## config.mk

```make
export PLATFORM = sky130hd
export DESIGN_NAME = mem_bus_if
export DESIGN_NICKNAME = d
export VERILOG_FILES = /design/src/rtl/mem_if_pkg.sv /design/src/rtl/reg16.sv /design/src/rtl/mem_bus_if.sv
export SDC_FILE = /design/constraint.sdc
export NUM_CORES = 1
export LEC_CHECK = 0
export ABC_AREA = 1
export BUFFER_PORTS_ARGS = -buffer_cell sky130_fd_sc_hd__buf_2
export CORE_ASPECT_RATIO = 1.1
export CORE_MARGIN = 2
export CORE_UTILIZATION = 48
export CTS_CLUSTER_SIZE = 8
export DETAILED_ROUTE_END_ITERATION = 16
export PLACE_DENSITY = 0.85
export SLEW_MARGIN = 20
export SYNTH_ARGS = -nofsm -noshare
export SYNTH_HDL_FRONTEND = slang
export SYNTH_SLANG_ARGS = --single-unit
```

## constraint.sdc

```tcl
create_clock -name Clk -period 3.1 [get_ports Clk]
set_input_delay 0.155 -clock Clk [delete_from_list [all_inputs] [get_ports Clk]]
set_output_delay 0.155 -clock Clk [all_outputs]
set_load 0.005 [all_outputs]
```

## src/rtl/mem_if_pkg.sv

```systemverilog
// Shared types and constants for the memory bus interface (mem_bus_if).
// The optional access timeout is enabled with the MEM_TIMEOUT_EN macro.
package mem_if_pkg;

    typedef enum logic [1:0] {
        IDLE    = 2'd0,
        RD_WAIT = 2'd1,
        WR_WAIT = 2'd2,
        DONE    = 2'd3
    } mem_state_e;

    localparam int          ADDR_W             = 20;
    localparam int          DATA_W             = 16;
    localparam logic [3:0]  MEM_TIMEOUT_CYCLES = 4'd15;

endpackage

```

## src/rtl/reg16.sv

```systemverilog
// 16-bit register with synchronous active-high reset and load enable; used for MAR and MDR.
module reg16
    import mem_if_pkg::*;
(
    input  logic              Clk,
    input  logic              Reset,
    input  logic              ld,
    input  logic [DATA_W-1:0] d,
    output logic [DATA_W-1:0] q
);

    // Storage: reset clears, load captures d, otherwise hold.
    always_ff @(posedge Clk) begin
        if (Reset) begin
            q <= {DATA_W{1'b0}};
        end else if (ld) begin
            q <= d;
        end else begin
            q <= q;
        end
    end

endmodule

```

## src/rtl/mem_bus_if.sv

```systemverilog
// MAR/MDR datapath and memory access FSM with registered Moore strobes.
// Optional wait-state timeout with sticky Mem_Err is enabled by defining MEM_TIMEOUT_EN.
module mem_bus_if
    import mem_if_pkg::*;
(
    input  logic              Clk,
    input  logic              Reset,
    input  logic [DATA_W-1:0] BUS,
    input  logic              LD_MAR,
    input  logic              LD_MDR,
    input  logic              MIO_EN,
    input  logic              Mem_Start,
    input  logic              Mem_Rd_Wr,
    input  logic [DATA_W-1:0] Data_from_SRAM,
    input  logic              Mem_Ready,
    output logic [DATA_W-1:0] MAR,
    output logic [DATA_W-1:0] MDR,
    output logic [ADDR_W-1:0] ADDR,
    output logic [DATA_W-1:0] Data_to_SRAM,
    output logic              Mem_CE,
    output logic              Mem_OE,
    output logic              Mem_WE,
    output logic              R,
    output logic              Busy,
    output logic              Mem_Err
);

    mem_state_e        state_r;
    logic              mem_ce_r;
    logic              mem_oe_r;
    logic              mem_we_r;
    logic              r_r;
    logic              busy_r;

    logic              idle_s;
    logic              waiting_s;
    logic              timeout_hit_s;
    logic              mar_ld_s;
    logic              mdr_ld_s;
    logic [DATA_W-1:0] mdr_d_s;
    logic [DATA_W-1:0] mar_s;
    logic [DATA_W-1:0] mdr_s;

    assign idle_s    = (state_r == IDLE);
    assign waiting_s = (state_r == RD_WAIT) || (state_r == WR_WAIT);

    // Register loads are only honoured in IDLE; the read capture is the sole MDR update while busy.
    assign mar_ld_s = idle_s && LD_MAR;
    assign mdr_ld_s = (idle_s && LD_MDR && !MIO_EN) || ((state_r == RD_WAIT) && Mem_Ready);
    assign mdr_d_s  = (state_r == RD_WAIT) ? Data_from_SRAM : BUS;

    reg16 u_mar (
        .Clk   (Clk),
        .Reset (Reset),
        .ld    (mar_ld_s),
        .d     (BUS),
        .q     (mar_s)
    );

    reg16 u_mdr (
        .Clk   (Clk),
        .Reset (Reset),
        .ld    (mdr_ld_s),
        .d     (mdr_d_s),
        .q     (mdr_s)
    );

`ifdef MEM_TIMEOUT_EN
    logic [3:0] wait_cnt_r;
    logic       mem_err_r;

    assign timeout_hit_s = (wait_cnt_r == (MEM_TIMEOUT_CYCLES - 4'd1));

    // Wait-cycle counter: restarts on every entry into a wait state.
    always_ff @(posedge Clk) begin
        if (Reset) begin
            wait_cnt_r <= 4'd0;
        end else if (waiting_s && !Mem_Ready && !timeout_hit_s) begin
            wait_cnt_r <= wait_cnt_r + 4'd1;
        end else begin
            wait_cnt_r <= 4'd0;
        end
    end

    // Sticky timeout flag: set on an expired wait, cleared by the next accepted start.
    always_ff @(posedge Clk) begin
        if (Reset) begin
            mem_err_r <= 1'b0;
        end else if (idle_s && Mem_Start) begin
            mem_err_r <= 1'b0;
        end else if (waiting_s && !Mem_Ready && timeout_hit_s) begin
            mem_err_r <= 1'b1;
        end else begin
            mem_err_r <= mem_err_r;
        end
    end

    assign Mem_Err = mem_err_r;
`else
    assign timeout_hit_s = 1'b0;
    assign Mem_Err       = 1'b0;
`endif

    // Access FSM; strobes are registered together with the next state so they decode the state exactly.
    always_ff @(posedge Clk) begin
        if (Reset) begin
            state_r  <= IDLE;
            mem_ce_r <= 1'b0;
            mem_oe_r <= 1'b0;
            mem_we_r <= 1'b0;
            r_r      <= 1'b0;
            busy_r   <= 1'b0;
        end else begin
            mem_ce_r <= 1'b0;
            mem_oe_r <= 1'b0;
            mem_we_r <= 1'b0;
            r_r      <= 1'b0;
            busy_r   <= 1'b0;
            case (state_r)
                IDLE: begin
                    if (Mem_Start && Mem_Rd_Wr) begin
                        state_r  <= WR_WAIT;
                        mem_ce_r <= 1'b1;
                        mem_we_r <= 1'b1;
                        busy_r   <= 1'b1;
                    end else if (Mem_Start) begin
                        state_r  <= RD_WAIT;
                        mem_ce_r <= 1'b1;
                        mem_oe_r <= 1'b1;
                        busy_r   <= 1'b1;
                    end else begin
                        state_r  <= IDLE;
                    end
                end
                RD_WAIT, WR_WAIT: begin
                    busy_r <= 1'b1;
                    if (Mem_Ready || timeout_hit_s) begin
                        state_r <= DONE;
                        r_r     <= 1'b1;
                    end else begin
                        state_r  <= state_r;
                        mem_ce_r <= 1'b1;
                        mem_oe_r <= (state_r == RD_WAIT);
                        mem_we_r <= (state_r == WR_WAIT);
                    end
                end
                DONE: begin
                    state_r <= IDLE;
                end
                default: begin
                    state_r <= IDLE;
                end
            endcase
        end
    end

    assign MAR          = mar_s;
    assign MDR          = mdr_s;
    assign ADDR         = {{(ADDR_W - DATA_W){1'b0}}, mar_s};
    assign Data_to_SRAM = mdr_s;
    assign Mem_CE       = mem_ce_r;
    assign Mem_OE       = mem_oe_r;
    assign Mem_WE       = mem_we_r;
    assign R            = r_r;
    assign Busy         = busy_r;

endmodule

```

==> flow_summary.json <==
{
  "max_slew.worst_pin.slew_ns": 1.01,
  "ir_drop_mv": 0.394,
  "synth.largest_area_cell": "dfxtp_1",
  "grt_pass1_vias": 1622,
  "cts-root-buf": "clkbuf_8",
  "portBuffers": 108,
  "place_congestion": 0.799,
  "fin_area_um2": 2500,
  "ant_nets": 0,
  "grtUsageTotal": 0.193,
  "max_freq_mhz": 535,
  "die_y_um": 73.6,
  "diodes": 0,
  "tritoncts": "yes",
  "met1_length_mm": 1.99,
  "critPathMaxFanout": 32,
  "mappedNetlistArea_um2": 2110,
  "arrival_ns": 2.05,
  "rsz0062_at_grt": "no",
  "postCtsSetupRepairBufs": 0,
  "routed-wl-met3_um": 432,
  "drt_wl_total_mm": 4.93,
  "path_clk_slew_ns": 0.08,
  "ctsHoldBuffers": 0,
  "drt_iter0_markers": 182,
  "antenna_found_initial": 0,
  "worstPathRequired_ns": 3.28,
  "hold_viol_final": 0,
  "critical_path_class": "reg -> reg",
  "core_area_um2": 4250,
  "ys_warn_count": 0,
  "drc": 0,
  "clock-sinks": 39,
  "outcome": "complete, no violations",
  "nets": 417,
  "clk_latency_ns": 0.29,
  "h-tree-depth": 2,
  "min_path_type": "in -> reg",
  "routed.top_layer": "met4",
  "timing.final.crit_share": 0.603,
  "dpl.hpwl_mm": 3.75,
  "place_area_um2": 2360,
  "tns_ns": 0,
  "syn_to_final_growth_pct": 18.2,
  "yosysSeqAreaShare": 0.370,
  "wl_per_cell_um": 11.5,
  "finClkSkew_ns": 0.00887,
  "finalSetupViolations": 0,
  "rows": 25,
  "syn_area_per_cell_um2": 6.95,
  "power_density_nw_per_um2": 678,
  "dieArea_um2": 4950,
  "grt_pass1_wl_mm": 7.16,
  "p_leak_nw": 1.47,
  "fillers": 434,
  "cp-start-kind": "register",
  "dieWidth_um": 67.2,
  "wl_met2_mm": 2.40,
  "synth.distinct_cells": 20,
  "io_pins": 114,
  "start_util": 0.496,
  "yosysTopAreaCellShare": 0.370,
  "clock_path_buffers": 2,
  "drive_gt1_frac": 0.327,
  "slew_headroom": 0.327,
  "dr.pass1.iters": 4,
  "post_cts_resized": 0,
  "grt_overflow_total": 0,
  "grt_max_degree": 35,
  "end_kind": "register",
  "fin_crit_ns": 1.87,
  "final_util": 0.587,
  "synth_area_leaders": "dfxtp_1, buf_4, nand2_1",
  "drv_slew": 0,
  "cap_violations": 0,
  "cts_buffers": 5,
  "vias": 2045,
  "viasPerCell": 4.79,
  "ys_seq_elements": 39,
  "synth_cells": 304
}
[flip-flops by register name, summed over array words and instances (netlist names)]
register  count
Busy          1
Mem_CE        1
Mem_OE        1
Mem_WE        1
R             1
state_r       2
u_mar.q      16
u_mdr.q      16
[worst max-delay path, stage by stage, from the launching register on]
cell	delay, ns
dfxtp_1	0.39
inv_1	0.10
ha_1	0.21
nand2_1	0.74
nand3_1	0.17
nand2_1	0.11
nor2_1	0.05
[cell usage in the layout (no fill, tap or decap)]
master | Yosys | layout
a21oi_1 | 21 | 21
buf_2 | 6 | 108
bufinv_16 | 0 | 2
clkbuf_1 | 3 | 1
clkbuf_8 | 0 | 5
conb_1 | 1 | 5
dfxtp_1 | 39 | 39
ha_1 | 5 | 5
inv_1 | 25 | 25
inv_2 | 2 | 2
nand2_1 | 70 | 70
nand2_4 | 1 | 1
nand3_1 | 15 | 15
nand3_2 | 3 | 3
nand3_4 | 1 | 1
nor2_1 | 49 | 49
nor3_1 | 1 | 1
o21ai_0 | 19 | 19
or2_1 | 1 | 1
[logic make-up (layout without fill, tap and decap cells)]
group                    Yosys count  count (layout)  synth area share
AO/OA/AOI/OAI                     40              40            0.0948
flip-flops                        39              39             0.370
adder cells (fa/ha/maj)            5               5            0.0296
buffers and inverters             78             143             0.224
other                              1               5           0.00178
AND/OR/NAND/NOR                  141             141             0.280
[path summary, 6_finish.rpt]
kind | from | to | slack (ns) | depth (start not counted)
worst max-delay path | state_r[1]$_SDFFE_PP0P_ | u_mdr.q[8]$_SDFFE_PP0P_ | 1.23 | 6
worst min-delay path | Reset | R$_SDFF_PP0_ | 0.06 | 2
worst max register to register | state_r[1]$_SDFFE_PP0P_ | u_mdr.q[8]$_SDFFE_PP0P_ | 1.23 | 6
worst min register to register | u_mar.q[2]$_SDFFE_PP0P_ | u_mar.q[2]$_SDFFE_PP0P_ | 0.50 | 2
[layout make-up]
type	instances	area, um2	share of cell area
Clock inverter	2	60.1	0.0241
Sequential cell	39	781	0.313
Tap cell	54	67.6	0.0271
Multi-Input combinational cell	191	873	0.350
Timing Repair Buffer	108	541	0.217
Clock buffer	6	72.6	0.0291
Inverter	27	101	0.0406
[per-stage QoR]
| stage | power (mW) | hold WS (ns) | std cells | setup WS (ns) |
|---|---|---|---|---|
| 3_5_place_dp | 1.21 | 0.356 | 419 | 1.25 |
| 4_1_cts | 1.71 | 0.0508 | 427 | 1.25 |
| 3_3_place_gp | 1.19 | 0.359 | 419 | 1.37 |
| 6_report | 1.69 | 0.0591 | 427 | 1.23 |
| 2_1_floorplan | 1.10 | 0.234 | 308 | 1.82 |
| 5_1_grt | 1.81 | 0.0531 | 427 | 1.05 |
[Yosys cell counts (all sizes together)]
master	number
a21oi	21
buf	48
clkbuf	3
conb	1
dfxtp	39
ha	5
inv	27
nand2	71
nand3	19
nor2	49
nor3	1
o21ai	19
or2	1
[power by group]
part	switching (mW)	internal, mW	leakage, nW
registers	0.0589	0.592	0.322
clock network	0.174	0.322	0.0654
logic	0.312	0.234	1.08
[metal layers]
layer  GRT usage  vias up
li1            -     1033
met1       0.228      911
met2       0.334       91
met3      0.0521       10
met4      0.0680        0
met5           0        -
No activity file was read; power rests on OpenSTA's default activity.
